<file path="src/rtl/nt_cone_pipe_if.sv">
// Bus bundle for nt_cone_pipe: cone inputs, sample valid, monitor clear and all results.
// The stimulus side uses the master modport; the cone node uses the slave modport.
interface nt_cone_pipe_if #(
   parameter int WIDTH = 4,
   parameter int CNT_W = 8
);
   logic [WIDTH-1:0] a;
   logic [WIDTH-1:0] b;
   logic [WIDTH-1:0] e;
   logic [WIDTH-1:0] c;
   logic [WIDTH-1:0] d;
   logic             in_valid;
   logic             clr;
   logic [WIDTH-1:0] out;
   logic             out_valid;
   logic [CNT_W-1:0] hit_cnt;
   logic             alarm;

   modport master (
      output a, b, e, c, d, in_valid, clr,
      input  out, out_valid, hit_cnt, alarm
   );

   modport slave (
      input  a, b, e, c, d, in_valid, clr,
      output out, out_valid, hit_cnt, alarm
   );
endinterface

</file>
<file path="src/rtl/nt_cone_pipe.sv">
// Bit-sliced registered NOR/NAND/OR cone with output pipeline, valid tracking and a
// saturating rare-pattern hit monitor with sticky alarm. Define NT_ALIGN_EN to also register c/d.
module nt_cone_pipe #(
   parameter int WIDTH       = 4,
   parameter int PIPE_DEPTH  = 2,
   parameter int CNT_W       = 8,
   parameter int TRIG_THRESH = 3
) (
   input logic           clk,
   input logic           rst,
   nt_cone_pipe_if.slave bus
);
   localparam logic [CNT_W-1:0] CNT_MAX = {CNT_W{1'b1}};
   localparam logic [CNT_W-1:0] THRESH  = CNT_W'(TRIG_THRESH);
   localparam logic [CNT_W-1:0] CNT_ONE = CNT_W'(1);

   logic [WIDTH-1:0] a1_q;
   logic [WIDTH-1:0] b1_q;
   logic [WIDTH-1:0] e1_q;
   logic             v1_q;
   logic [WIDTH-1:0] pipe_q [PIPE_DEPTH];
   logic [PIPE_DEPTH-1:0] vpipe_q;
   logic [WIDTH-1:0] cd_s;
   logic [WIDTH-1:0] f_s;
   logic             hit_s;
   logic [CNT_W-1:0] cnt_q;
   logic [CNT_W-1:0] cnt_d;
   logic             alarm_q;
   logic             alarm_d;

   // Input stage: a/b/e/in_valid sampled every edge, no enable.
   always_ff @(posedge clk or negedge rst) begin
      if (!rst) begin
         a1_q <= {WIDTH{1'b0}};
         b1_q <= {WIDTH{1'b0}};
         e1_q <= {WIDTH{1'b0}};
         v1_q <= 1'b0;
      end else begin
         a1_q <= bus.a;
         b1_q <= bus.b;
         e1_q <= bus.e;
         v1_q <= bus.in_valid;
      end
   end

`ifdef NT_ALIGN_EN
   logic [WIDTH-1:0] c1_q;
   logic [WIDTH-1:0] d1_q;

   // Aligned build: c/d share the input-stage latency of a/b/e.
   always_ff @(posedge clk or negedge rst) begin
      if (!rst) begin
         c1_q <= {WIDTH{1'b0}};
         d1_q <= {WIDTH{1'b0}};
      end else begin
         c1_q <= bus.c;
         d1_q <= bus.d;
      end
   end

   assign cd_s = c1_q & d1_q;
`else
   assign cd_s = bus.c & bus.d;
`endif

   assign f_s = ~(cd_s | e1_q) & ~(a1_q & (b1_q | e1_q));

   // Result register followed by pure delay stages; valid travels alongside.
   always_ff @(posedge clk or negedge rst) begin
      if (!rst) begin
         for (int k = 0; k < PIPE_DEPTH; k++) begin
            pipe_q[k] <= {WIDTH{1'b0}};
         end
         vpipe_q <= {PIPE_DEPTH{1'b0}};
      end else begin
         pipe_q[0]  <= f_s;
         vpipe_q[0] <= v1_q;
         for (int k = 1; k < PIPE_DEPTH; k++) begin
            pipe_q[k]  <= pipe_q[k-1];
            vpipe_q[k] <= vpipe_q[k-1];
         end
      end
   end

   // Monitor looks only at registered outputs, so hits lag out by one edge.
   assign hit_s = vpipe_q[PIPE_DEPTH-1] & (&pipe_q[PIPE_DEPTH-1]);

   // Next-state for the hit counter and alarm; clr beats a coincident hit.
   always_comb begin
      cnt_d   = cnt_q;
      alarm_d = alarm_q;
      if (bus.clr) begin
         cnt_d   = {CNT_W{1'b0}};
         alarm_d = 1'b0;
      end else begin
         if (hit_s && (cnt_q != CNT_MAX)) begin
            cnt_d = cnt_q + CNT_ONE;
         end else begin
            cnt_d = cnt_q;
         end
         alarm_d = alarm_q | (cnt_d >= THRESH);
      end
   end

   // Monitor state registers.
   always_ff @(posedge clk or negedge rst) begin
      if (!rst) begin
         cnt_q   <= {CNT_W{1'b0}};
         alarm_q <= 1'b0;
      end else begin
         cnt_q   <= cnt_d;
         alarm_q <= alarm_d;
      end
   end

   assign bus.out       = pipe_q[PIPE_DEPTH-1];
   assign bus.out_valid = vpipe_q[PIPE_DEPTH-1];
   assign bus.hit_cnt   = cnt_q;
   assign bus.alarm     = alarm_q;
endmodule

</file>
<file path="src/flat_wrapper.sv">
// flat-port wrapper written by rule: the top's interface ports become plain ports
module nt_cone_pipe_flat 
#(
   parameter int WIDTH       = 4,
   parameter int PIPE_DEPTH  = 2,
   parameter int CNT_W       = 8,
   parameter int TRIG_THRESH = 3
)
  (clk, rst, bus_a, bus_b, bus_e, bus_c, bus_d, bus_in_valid, bus_clr, bus_out, bus_out_valid, bus_hit_cnt, bus_alarm);
  nt_cone_pipe_if #(.WIDTH(WIDTH), .CNT_W(CNT_W)) bus_i ();
  input logic clk;
  input logic rst;
  input wire logic [$bits(bus_i.a)-1:0] bus_a;
  input wire logic [$bits(bus_i.b)-1:0] bus_b;
  input wire logic [$bits(bus_i.e)-1:0] bus_e;
  input wire logic [$bits(bus_i.c)-1:0] bus_c;
  input wire logic [$bits(bus_i.d)-1:0] bus_d;
  input wire logic [$bits(bus_i.in_valid)-1:0] bus_in_valid;
  input wire logic [$bits(bus_i.clr)-1:0] bus_clr;
  output wire logic [$bits(bus_i.out)-1:0] bus_out;
  output wire logic [$bits(bus_i.out_valid)-1:0] bus_out_valid;
  output wire logic [$bits(bus_i.hit_cnt)-1:0] bus_hit_cnt;
  output wire logic [$bits(bus_i.alarm)-1:0] bus_alarm;
  assign bus_i.a = bus_a;
  assign bus_i.b = bus_b;
  assign bus_i.e = bus_e;
  assign bus_i.c = bus_c;
  assign bus_i.d = bus_d;
  assign bus_i.in_valid = bus_in_valid;
  assign bus_i.clr = bus_clr;
  assign bus_out = bus_i.out;
  assign bus_out_valid = bus_i.out_valid;
  assign bus_hit_cnt = bus_i.hit_cnt;
  assign bus_alarm = bus_i.alarm;
  nt_cone_pipe #(.WIDTH(WIDTH), .PIPE_DEPTH(PIPE_DEPTH), .CNT_W(CNT_W), .TRIG_THRESH(TRIG_THRESH)) u_core (.clk(clk), .rst(rst), .bus(bus_i));
endmodule
</file>
<file path="config.mk">
export PLATFORM = sky130hd
export DESIGN_NAME = nt_cone_pipe_flat
export DESIGN_NICKNAME = d
export VERILOG_FILES = /design/src/rtl/nt_cone_pipe_if.sv /design/src/rtl/nt_cone_pipe.sv /design/src/flat_wrapper.sv
export SDC_FILE = /design/constraint.sdc
export NUM_CORES = 1
export LEC_CHECK = 0
export ABC_CLOCK_PERIOD_IN_PS = 2450
export CAP_MARGIN = 15
export CORE_MARGIN = 3
export CORE_UTILIZATION = 60
export DETAILED_ROUTE_END_ITERATION = 10
export DONT_BUFFER_PORTS = 1
export PLACE_DENSITY = 0.76
export REMOVE_ABC_BUFFERS = 1
export SLEW_MARGIN = 30
export SYNTH_ARGS = -nofsm -noshare
export SYNTH_HDL_FRONTEND = slang
export SYNTH_SLANG_ARGS = --single-unit
</file>
<file path="constraint.sdc">
create_clock -name clk -period 2.45 [get_ports clk]
set_input_delay 0.49 -clock clk [delete_from_list [all_inputs] [get_ports clk]]
set_output_delay 0.49 -clock clk [all_outputs]
set_load 0.005 [all_outputs]
</file>
==> results of run 1 <==
-- cell type report --
cell class	instances	area (um2)	share of cell area
Sequential cell	32	800.8	0.6148
Clock buffer	7	65.06	0.04995
Multi-Input combinational cell	56	371.6	0.2853
Inverter	1	3.754	0.002882
Tap cell	25	31.28	0.02402
Timing Repair Buffer	2	30.03	0.02305
-- worst max-delay path, stage by stage (launching register included) --
cell and delay, ns:
dfrtp_1 0.46, ha_1 0.26, and2_2 0.23, and3_2 0.23
or3_1 0.34, a21oi_1 0.16
-- cells in the mapped netlist, drive strengths merged --
master | n | area [um2]
nand2b | 1 | 6.260
a31oi | 2 | 12.51
nor2 | 10 | 37.54
mux2i | 3 | 30.03
xnor2 | 4 | 35.03
o2111a | 1 | 11.26
ha | 1 | 12.51
buf | 7 | 46.29
dfrtp | 32 | 800.8
nor3 | 2 | 10.01
or2 | 1 | 6.260
o21ai | 2 | 10.01
and2 | 3 | 22.53
a21oi | 2 | 10.01
a41o | 1 | 10.01
or3 | 1 | 6.260
a41oi | 1 | 8.760
nand3 | 3 | 20.02
inv | 1 | 3.750
a221oi | 4 | 35.03
nand4 | 3 | 18.77
and4 | 2 | 20.02
xor2 | 1 | 8.760
and3 | 3 | 21.27
nand2 | 5 | 18.77
-- worst max path at each step --
stage	end	slack, ns	start	depth (start not counted)
final	u_core.bus.hit_cnt[3]	0.68	u_core.bus.hit_cnt[0]	5
after global placement	u_core.bus.hit_cnt[3]	0.75	u_core.bus.hit_cnt[0]	5
after CTS	u_core.bus.hit_cnt[3]	0.67	u_core.bus.hit_cnt[0]	5
after detailed placement	u_core.bus.hit_cnt[3]	0.69	u_core.bus.hit_cnt[0]	5
after global routing	u_core.bus.hit_cnt[3]	0.57	u_core.bus.hit_cnt[0]	5
after floorplan	u_core.bus.hit_cnt[3]	0.83	u_core.bus.hit_cnt[0]	5
-- cell usage in the layout, fill, tap and decap left out, types with 2 or more instances in the layout --
cell type	n
dfrtp_1	32
nor2_1	10
nand2_1	5
clkbuf_4	5
xnor2_1	4
a221oi_1	4
nand4_1	3
mux2i_1	3
and3_2	2
nand3_1	2
nor3_1	2
o21ai_0	2
a21oi_1	2
a31oi_1	2
clkbuf_8	2
-- logic make-up (layout without fill, tap and decap cells) --
| group | after synthesis | after routing | synth area share |
|---|---|---|---|
| buf+inv | 8 | 10 | 0.04094 |
| simple gates | 34 | 34 | 0.1536 |
| flops | 32 | 32 | 0.6551 |
| mux | 3 | 3 | 0.02457 |
| compound gates | 13 | 13 | 0.07983 |
| xor+xnor | 5 | 5 | 0.03582 |
| fa+ha+maj | 1 | 1 | 0.01023 |
-- power by group --
group | switching [mW] | total, mW | internal, mW | leakage (nW)
clock network | 0.139 | 0.301 | 0.162 | 0.0374
logic | 0.0110 | 0.0182 | 0.00725 | 0.145
registers | 0.00921 | 0.558 | 0.549 | 0.403
-- through the flow --
step	instances	worst slack [ns]	power [mW]	hold WS [ns]
floorplan	89	0.8314	0.5697	0.1944
global placement	114	0.7524	0.5724	0.1950
detailed placement	114	0.6944	0.5743	0.1949
CTS	123	0.6706	0.8951	0.1923
global route	123	0.5691	0.9242	0.1693
finish	123	0.6810	0.8775	0.2106
-- state kept, by name (all words and copies together), names as in the netlist --
name,cells
u_core.bus.hit_cnt,8
u_core.a1_q,4
u_core.b1_q,4
u_core.bus.out,4
u_core.e1_q,4
u_core.pipe_q,4
u_core.vpipe_q,2
u_core.bus.alarm,1
u_core.v1_q,1
-- per-layer routing --
metal  up-vias  share of wire  routed length (um)  track usage
met5         -              0                   0            0
met2        37           0.55                1075       0.2983
li1        339              -                   -            -
met3         4           0.12                 231       0.1195
met4         0          0.011                  22      0.06278
met1       356           0.32                 614       0.1802
==> summary.md, run 1 <==
| Metric | Value |
|---|---|
| Reg2reg path depth | 5 |
| WL per Instance | around 16 um |
| Row count | 15 |
| Post-Synthesis Cells | between 90 and 100 |
| Pwr/cell area | around 670 mW/mm2 |
| Vias in the first global route | between 700 and 800 |
| TritonCTS clock tree | done |
| Clk buf depth | 2 |
| DRT iter0 DRCs | 10 |
| Hold depth | 0 |
| Yosys warns | 0 |
| Fmax | between 500 and 600 MHz |
| Hold EP | u_core.a1_q[3] |
| Clk root buf | clkbuf_4 |
| Num ports | 38 |
| Final min period | roughly 1.8 ns |
| CORE AREA | between 0.0015 and 0.002 mm2 |
| Final WL | about 1900 um |
| Initial core utilization | 0.6715 |
| H-tree Lvls | 2 |
| Via count | between 700 and 800 |
| WS Path Type | reg2reg |
| Die Ht | slightly above 50 um |
| Mapped Avg Cell Area | 12.73 um2 |
| CP arrival | 2.00 ns |
| Pleak | slightly below 0.6 nW |
| Synth unique cells | 32 |
| Worst Tran Pin Value | 0.3213 ns |
| Worst rel slew slack | 0.7858 |
| Register-to-register setup slack | between 0.6 and 0.7 ns |
| Hold Crit Class | in2reg |
| Clock transition at path regs | 0.08 ns |
| Cts repair resizes | 0 |
| Routed Antenna Nets | 0 |
| Largest net degree at the start of global routing | 33 |
| Layout Skew | ~0.0066 ns |
| CP Capture Type | flip-flop |
| Setup violators final | 0 |
| R2R Path Start | u_core.bus.hit_cnt[0] |
| Synth Register Bits | 32 |
| Worst setup SP type | flip-flop |
| First-pass GRT wire length | 3222 um |
| RePlAce Congestion | between 0.8 and 0.9 |
| Clock sink count | 32 |
| # fillers | 118 |
| Crit path required time | 2.68 ns |
| Final Instance Area | 0.001303 mm2 |
| GRT Util Overall | 0.1805 |
| Synth Cell Area | 0.001222 mm2 |
| TritonCTS Buffers | 5 |
| Die area | 0.002615 mm2 |
| Initial antenna violation count | 0 |
| Final worst path period share | 0.7220 |
| Clock Latency Late Sink | ~0.30 ns |
| Post-DP Area | roughly 0.0012 mm2 |
| Antenna diodes | 0 |
| Die width | about 50 um |
| Share of layout cells above drive strength 1 | 0.1531 |
| TritonRoute pass-1 iters | 4 |
| Max Cap Viol | 0 |
| Critical hold path startpoint | bus_a[3] |
| Critical path peak fanout | 6 |
| Postcts setup bufs | 0 |
| Utilization after layout | 0.7155 |
| VDD IR max | slightly above 0.5 mV |
| DR vias/cell | approximately 6.0 |
| Seq/Total Area, Yosys | 0.6551 |
| Area Overhead vs Synth | 6.551% |
| Worst reg2reg endpoint | u_core.bus.hit_cnt[3] |
| Max Slew Vio Count | 0 |
| Final setup TNS | 0 ns |
| Final hold viol count | 0 |
| Status | completed |
| Final #Nets | approximately 120 |
| GRT Residual Overflow | 0 |
| HPWL after detailed placement | about 1500 um |
| Residual DRC count | 0 |
| Post-CTS Hold Buffers | 2 |
| RSZ-0062 raised after global routing | no |
| Port Buffer Count | 0 |
Note: power is estimated with default switching activity, not from simulation.
==> run 2, diff against run 1 <==
--- a/config.mk
+++ b/config.mk
@@ -5,13 +5,13 @@
 export SDC_FILE = /design/constraint.sdc
 export NUM_CORES = 1
 export LEC_CHECK = 0
-export ABC_CLOCK_PERIOD_IN_PS = 2450
+export ABC_CLOCK_PERIOD_IN_PS = 1500
 export CAP_MARGIN = 15
 export CORE_MARGIN = 3
-export CORE_UTILIZATION = 60
+export CORE_UTILIZATION = 54
 export DETAILED_ROUTE_END_ITERATION = 10
 export DONT_BUFFER_PORTS = 1
-export PLACE_DENSITY = 0.76
+export PLACE_DENSITY = 0.72
 export REMOVE_ABC_BUFFERS = 1
 export SLEW_MARGIN = 30
 export SYNTH_ARGS = -nofsm -noshare
==> constraint.sdc (replaced) <==
create_clock -name clk -period 1.5 [get_ports clk]
set_input_delay 0.3 -clock clk [delete_from_list [all_inputs] [get_ports clk]]
set_output_delay 0.3 -clock clk [all_outputs]
set_load 0.005 [all_outputs]
==> run 2 against run 1 <==
The flow now finishes with violations (setup timing). First-iteration DRC count rose by 10%. Clock power rose by 63%. Critical path depth rose by 2. Final cell count rose by 29%. Sequential cell count did not move. Routed wire length rose by 42%. Die area rose by 9.8%. Maximum frequency rose by 14%. Largest power group unchanged. Worst setup slack got worse by 0.74 ns. Sequential power rose by 63%.
==> summary.md, run 2 (synthesis results as in run 1) <==
| Metric | Value |
|---|---|
| Final setup TNS | -0.1175 ns (-0.1175 ns) |
| Via count | 898 (+22%) |
| Layout Skew | 0.005715 ns (-0.0008743 ns) |
| Worst rel slew slack | 0.7603 (-0.02552) |
| CP arrival | 1.80 ns (-0.20 ns) |
| First-pass GRT wire length | 4264 um (+32%) |
| RePlAce Congestion | 0.7736 (-5.8%) |
| H-tree Lvls | 2 (unchanged) |
| WL per Instance | 17.30 um (+9.5%) |
| Row count | 16 (+1) |
| Vias in the first global route | 925 (+25%) |
| Die Ht | 53.58 um (+4.8%) |
| Max Slew Vio Count | 0 (unchanged) |
| Crit path required time | 1.74 ns (-0.94 ns) |
| Crit-path most repeated cell | and2_4 |
| Worst setup SP type | flip-flop |
| VDD IR max | 0.8205 mV (+62%) |
| Initial antenna violation count | 0 (unchanged) |
| Critical path peak fanout | 5 (-1) |
| DRT iter0 DRCs | 11 (+1) |
| Commonest non-fill, non-tap cell in the layout | dfrtp_1 |
| Max Cap Viol | 0 (unchanged) |
| Clock transition at path regs | 0.09 ns (about the same) |
| CP max stage delay | 0.37 ns (-0.09 ns) |
| Share of layout cells above drive strength 1 | 0.3333 (+0.1803) |
| Hold Crit Class | in2reg |
| Final #Nets | 156 (+27%) |
| TritonRoute pass-1 iters | 4 (unchanged) |
| Largest register FFs | 8 (unchanged) |
| Die width | 53.58 um (+4.8%) |
| TritonCTS Buffers | 5 (unchanged) |
| Largest net degree at the start of global routing | 33 (unchanged) |
| Area Overhead vs Synth | 35.82% |
| HPWL after detailed placement | 1702 um (+11%) |
| Port Buffer Count | 0 (unchanged) |
| Final Power | 1.480 mW (+69%) |
| Clk root buf | clkbuf_4 |
| Antenna diodes | 0 (unchanged) |
| Num ports | 38 (unchanged) |
| Utilization after layout | 0.8131 (+0.09765) |
| Status | complete, but fails checks |
| Final hold viol count | 0 (unchanged) |
| GRT Util Overall | 0.2208 (+0.04027) |
| Final setup margin | -0.05584 ns (-0.7369 ns) |
| Routed Antenna Nets | 0 (unchanged) |
| Pwr/cell area | 891.5 mW/mm2 (+32%) |
| CORE AREA | 0.002042 mm2 (+12%) |
| Die area | 0.002871 mm2 (+9.8%) |
| Final worst path period share | 1.037 (+0.3152) |
| Clock sink count | 32 (unchanged) |
| Fmax | 642.7 MHz (+14%) |
| CP cell instances | ha_2 > and2_4 > buf_6 > nand3_4 > and2_4 > o2111a_1 > a31oi_1 |
| Final min period | 1.556 ns (-0.2131 ns) |
| Worst Tran Pin Value | 0.3596 ns (+0.03828 ns) |
| CP Capture Type | flip-flop |
| Initial core utilization | 0.5987 (-0.07283) |
| Final WL | 2750 um (+42%) |
| Setup violators final | 3 (+3) |
| GRT Residual Overflow | 0 (unchanged) |
| DR vias/cell | 5.648 (-5.6%) |
| WS Path Type | reg2reg |
| Clock Latency Late Sink | 0.32 ns (+0.02 ns) |
| RSZ-0062 raised after global routing | yes |
| Failing checks | setup timing |
| Pleak | 0.7412 nW (+27%) |
| TritonCTS clock tree | done |
| Most frequent cells in the layout | 32 x dfrtp_1, 16 x buf_4, 15 x dlygate4sd3_1 |
| Slowest-stage cell, CP | dfrtp_1 |
| Clk buf depth | 2 (unchanged) |
| Residual DRC count | 0 (unchanged) |
run 2: changes by cell type in the layout (fill, tap and decap cells not counted), moves of 2 or more:
cell | previous run | this run
and2_4 | 1 | 3
buf_4 | 0 | 16
buf_6 | 0 | 3
clkbuf_1 | 0 | 2
dlygate4sd3_1 | 1 | 15
nand3_4 | 0 | 2
nor3_1 | 2 | 0
nor3_2 | 0 | 2
run 2: final timing paths:
kind,endpoint,depth (start not counted),start,slack [ns]
max,u_core.bus.alarm,7,u_core.bus.hit_cnt[1],-0.06
min,u_core.bus.hit_cnt[6],1,bus_clr,0.02
max reg2reg,u_core.bus.alarm,7,u_core.bus.hit_cnt[1],-0.06
min reg2reg,u_core.bus.out[3],0,u_core.pipe_q[7],0.35
max in group asynchronous,u_core.e1_q[1],2,rst,0.93
min in group asynchronous,u_core.bus.out[2],2,rst,0.41
run 2: per-stage QoR:
stage | instance area, um2 | instances | hold WS, ns | setup slack, ns
after floorplan | 1176 | 89 | 0.004409 | -0.1186
after global placement | 1323 | 131 | 0.005044 | -0.05719
after detailed placement | 1323 | 131 | 0.005037 | -0.1012
after CTS | 1593 | 156 | 0.008376 | -0.04776
after global routing | 1660 | 159 | 0.0006246 | -0.1220
final | 1660 | 159 | 0.02469 | -0.05584
run 2: where the power goes:
group          switching, mW  internal, mW  leakage, nW  total, mW
Sequential            0.0153         0.896        0.403      0.912
Combinational         0.0292        0.0477        0.306     0.0769
Clock                  0.261         0.231       0.0326      0.492
run 2: critical path: cells and delay by family, from the launching register on:
family,cells,cell delay [ns]
flops,1,0.37
compound gates,2,0.40
fa+ha+maj,1,0.19
buf+inv,1,0.10
simple gates,3,0.42
run 2: final cells by class:
| cell class | instances | area (um2) |
|---|---|---|
| Timing Repair Buffer | 35 | 324.1 |
| Inverter | 1 | 3.754 |
| Tap cell | 27 | 33.78 |
| Multi-Input combinational cell | 56 | 439.2 |
| Clock buffer | 8 | 58.81 |
| Fill cell | 122 | 381.6 |
| Sequential cell | 32 | 800.8 |
run 2: repair_timing:
| item | in CTS | in global routing |
|---|---|---|
| setup buffers | 2 | 2 |
| gates resized for setup | 10 | 9 |
| pin swaps | 5 | 7 |
| gates cloned | 0 | 0 |
| hold endpoints to repair | 45 | 1 |
| endpoints found under the setup margin | 6 | 7 |
| hold buffers | 15 | 1 |
run 2: per-layer routing:
layer | vias up | wire length, um | global-route usage
met1 | 439 | 990 | 0.2439
met3 | 6 | 284 | 0.1136
met5 | - | 0 | 0
met2 | 45 | 1446 | 0.3592
met4 | 0 | 29 | 0.08936
li1 | 408 | - | -
==> run 3, diff against run 2 <==
--- a/config.mk
+++ b/config.mk
@@ -5,13 +5,13 @@
 export SDC_FILE = /design/constraint.sdc
 export NUM_CORES = 1
 export LEC_CHECK = 0
-export ABC_CLOCK_PERIOD_IN_PS = 1500
+export ABC_CLOCK_PERIOD_IN_PS = 1860
 export CAP_MARGIN = 15
 export CORE_MARGIN = 3
-export CORE_UTILIZATION = 54
+export CORE_UTILIZATION = 60
 export DETAILED_ROUTE_END_ITERATION = 10
 export DONT_BUFFER_PORTS = 1
-export PLACE_DENSITY = 0.72
+export PLACE_DENSITY = 0.76
 export REMOVE_ABC_BUFFERS = 1
 export SLEW_MARGIN = 30
 export SYNTH_ARGS = -nofsm -noshare
==> constraint.sdc (replaced) <==
create_clock -name clk -period 1.86 [get_ports clk]
set_input_delay 0.372 -clock clk [delete_from_list [all_inputs] [get_ports clk]]
set_output_delay 0.372 -clock clk [all_outputs]
set_load 0.005 [all_outputs]
==> run 3 against run 2 <==
The flow now finishes without violations. Critical path depth decreased by 2. Sequential cell count did not move. Die area shrank 8.9%. Clock power shrank 24%. Core utilization is 9.7 points lower. Cell area decreased by 21%. Final cell count down 21%. Sequential power shrank 19%. Register-to-register slack better by 0.21 ns. Combinational power shrank 68%. Highest routed layer unchanged.
==> summary.md, run 3 (synthesis results as in run 1) <==
| Metric | Value |
|---|---|
| Port Buffer Count | 0 (unchanged) |
| Residual DRC count | 0 (unchanged) |
| Area Overhead vs Synth | 6.653% |
| Critical path peak fanout | 5 (unchanged) |
| Global routing usage on met1 | 0.2166 (-0.02730) |
| First-pass GRT wire length | 3387 um (-21%) |
| Num ports | 38 (unchanged) |
| Commonest non-fill, non-tap cell in the layout | dfrtp_1 |
| Final hold viol count | 0 (unchanged) |
| Final min period | 1.706 ns (+0.1501 ns) |
| HPWL after detailed placement | 1551 um (-8.9%) |
| Final Power | 1.133 mW (-23%) |
| Clock Latency Late Sink | 0.30 ns (-0.02 ns) |
| WL per Instance | 16.82 um (-2.8%) |
| Most Used Layer, Global Route | met2 |
| Clk root buf | clkbuf_4 |
| Max Slew Vio Count | 0 (unchanged) |
| Largest register FFs | 8 (unchanged) |
| M2 GR Usage | 0.3004 (-0.05875) |
| WS Path Type | reg2reg |
| Row count | 15 (-1) |
| Postcts setup bufs | 0 (-2) |
| Utilization after layout | 0.7162 (-0.09696) |
| Worst Tran Pin Value | 0.3428 ns (-0.01675 ns) |
| Multi-input gate area | 371.6 um2 (-15%) |
| RePlAce Congestion | 0.8313 (+7.5%) |
| TritonCTS Buffers | 5 (unchanged) |
| Clk buf depth | 2 (unchanged) |
| Share of layout cells above drive strength 1 | 0.1500 (-0.1833) |
| RSZ-0062 raised after global routing | no |
| Post-CTS Hold Buffers | 2 (-13) |
| DRT iter0 DRCs | 25 (+14) |
| Max Cap Viol | 0 (unchanged) |
| Hold Crit Class | in2reg |
| CP arrival | 1.94 ns (+0.14 ns) |
| Final setup TNS | 0 ns (+0.1175 ns) |
| Die width | 51.14 um (-4.6%) |
| Status | completed |
| Routed Antenna Nets | 0 (unchanged) |
| Antenna diodes | 0 (unchanged) |
| Via count | 740 (-18%) |
| Most frequent cells in the layout | 32 x dfrtp_1, 10 x nor2_1, 5 x nand2_1, 5 x clkbuf_4 |
| Fmax | 586.2 MHz (-8.8%) |
| CP Capture Type | flip-flop |
| Setup violators final | 0 (-3) |
| Die area | 0.002615 mm2 (-8.9%) |
| Dpl cells | 115 (-12%) |
| H-tree Lvls | 2 (unchanged) |
| Largest net degree at the start of global routing | 33 (unchanged) |
| GRT Residual Overflow | 0 (unchanged) |
| Die Ht | 51.14 um (-4.6%) |
| GRT Util Overall | 0.1843 (-0.03644) |
| Final WL | 2102 um (-24%) |
| Initial core utilization | 0.6715 (+0.07283) |
| Initial antenna violation count | 0 (unchanged) |
| Clock sink count | 32 (unchanged) |
| Vias in the first global route | 750 (-19%) |
| Final worst path period share | 0.9172 (-0.1200) |
| Worst setup SP type | flip-flop |
| Register Area | 800.8 um2 (unchanged) |
| Final #Nets | 124 (-21%) |
| Cts repair resizes | 0 (-10) |
| Layout Skew | 0.007763 ns (+0.002049 ns) |
| Pleak | 0.5850 nW (-21%) |
| # fillers | 126 (+3.3%) |
| TritonCTS clock tree | done |
| Met3 global-route usage | 0.07872 (-0.03486) |
| DR vias/cell | 5.920 (+4.8%) |
| Worst rel slew slack | 0.7714 (+0.01117) |
| CORE AREA | 0.001821 mm2 (-11%) |
| VDD IR max | 0.7425 mV (-9.5%) |
| Cell Count, Final, Fillers Out | 125 (-21%) |
| TritonRoute pass-1 iters | 4 (unchanged) |
| Clock transition at path regs | 0.08 ns (about the same) |
| Crit path required time | 2.09 ns (+0.35 ns) |
| Pwr/cell area | 869.1 mW/mm2 (-2.5%) |
==> run 3: cell count changes in the layout (fill, tap and decap cells not counted), sizes merged <==
| cell | before | now |
|---|---|---|
| buf | 20 | 2 |
| dlygate4sd3 | 15 | 1 |
==> run 3: cell type report <==
cell class	instances	area share
clock buffer	8	0.04511
inverter	1	0.002879
multi-input combinational	56	0.2850
sequential	32	0.6142
tap	25	0.02399
timing repair buffer	3	0.02879
==> run 3: power by group <==
part / switching (mW) / internal [mW] / leakage (nW)
registers: 0.0126 / 0.723 / 0.403
logic: 0.0152 / 0.00964 / 0.150
clock network: 0.186 / 0.186 / 0.0326
==> run 3: stage by stage <==
step                      setup WS, ns  area (um2)  hold WS (ns)
after floorplan                 0.2414        1176       0.07641
after global placement          0.2094        1215       0.07704
after detailed placement        0.1761        1215       0.07693
after CTS                       0.1488        1304       0.07537
after global routing           0.03128        1304       0.05696
final                           0.1541        1304       0.08750
==> run 3: per-layer routing <==
metal,share of wire,vias up
met5,0,-
met4,0.0076,0
met2,0.54,46
met1,0.32,350
met3,0.13,5
li1,-,339
==> run 3: final timing paths <==
kind	cells after the start	end	startpoint	slack (ns)
worst min-delay path	0	u_core.v1_q	bus_in_valid	0.09
min in group asynchronous	2	u_core.bus.hit_cnt[5]	rst	0.52
worst min register to register	0	u_core.bus.out[2]	u_core.pipe_q[6]	0.35
worst max register to register	5	u_core.bus.hit_cnt[3]	u_core.bus.hit_cnt[1]	0.15
max in group asynchronous	2	u_core.a1_q[1]	rst	1.18
worst max-delay path	5	u_core.bus.hit_cnt[3]	u_core.bus.hit_cnt[1]	0.15
==> run 3: critical path, cell delays in order, from the launching register on <==
cell	delay [ns]
dfrtp_1	0.43
ha_1	0.23
and2_2	0.24
and3_2	0.23
or3_1	0.35
a21oi_1	0.15
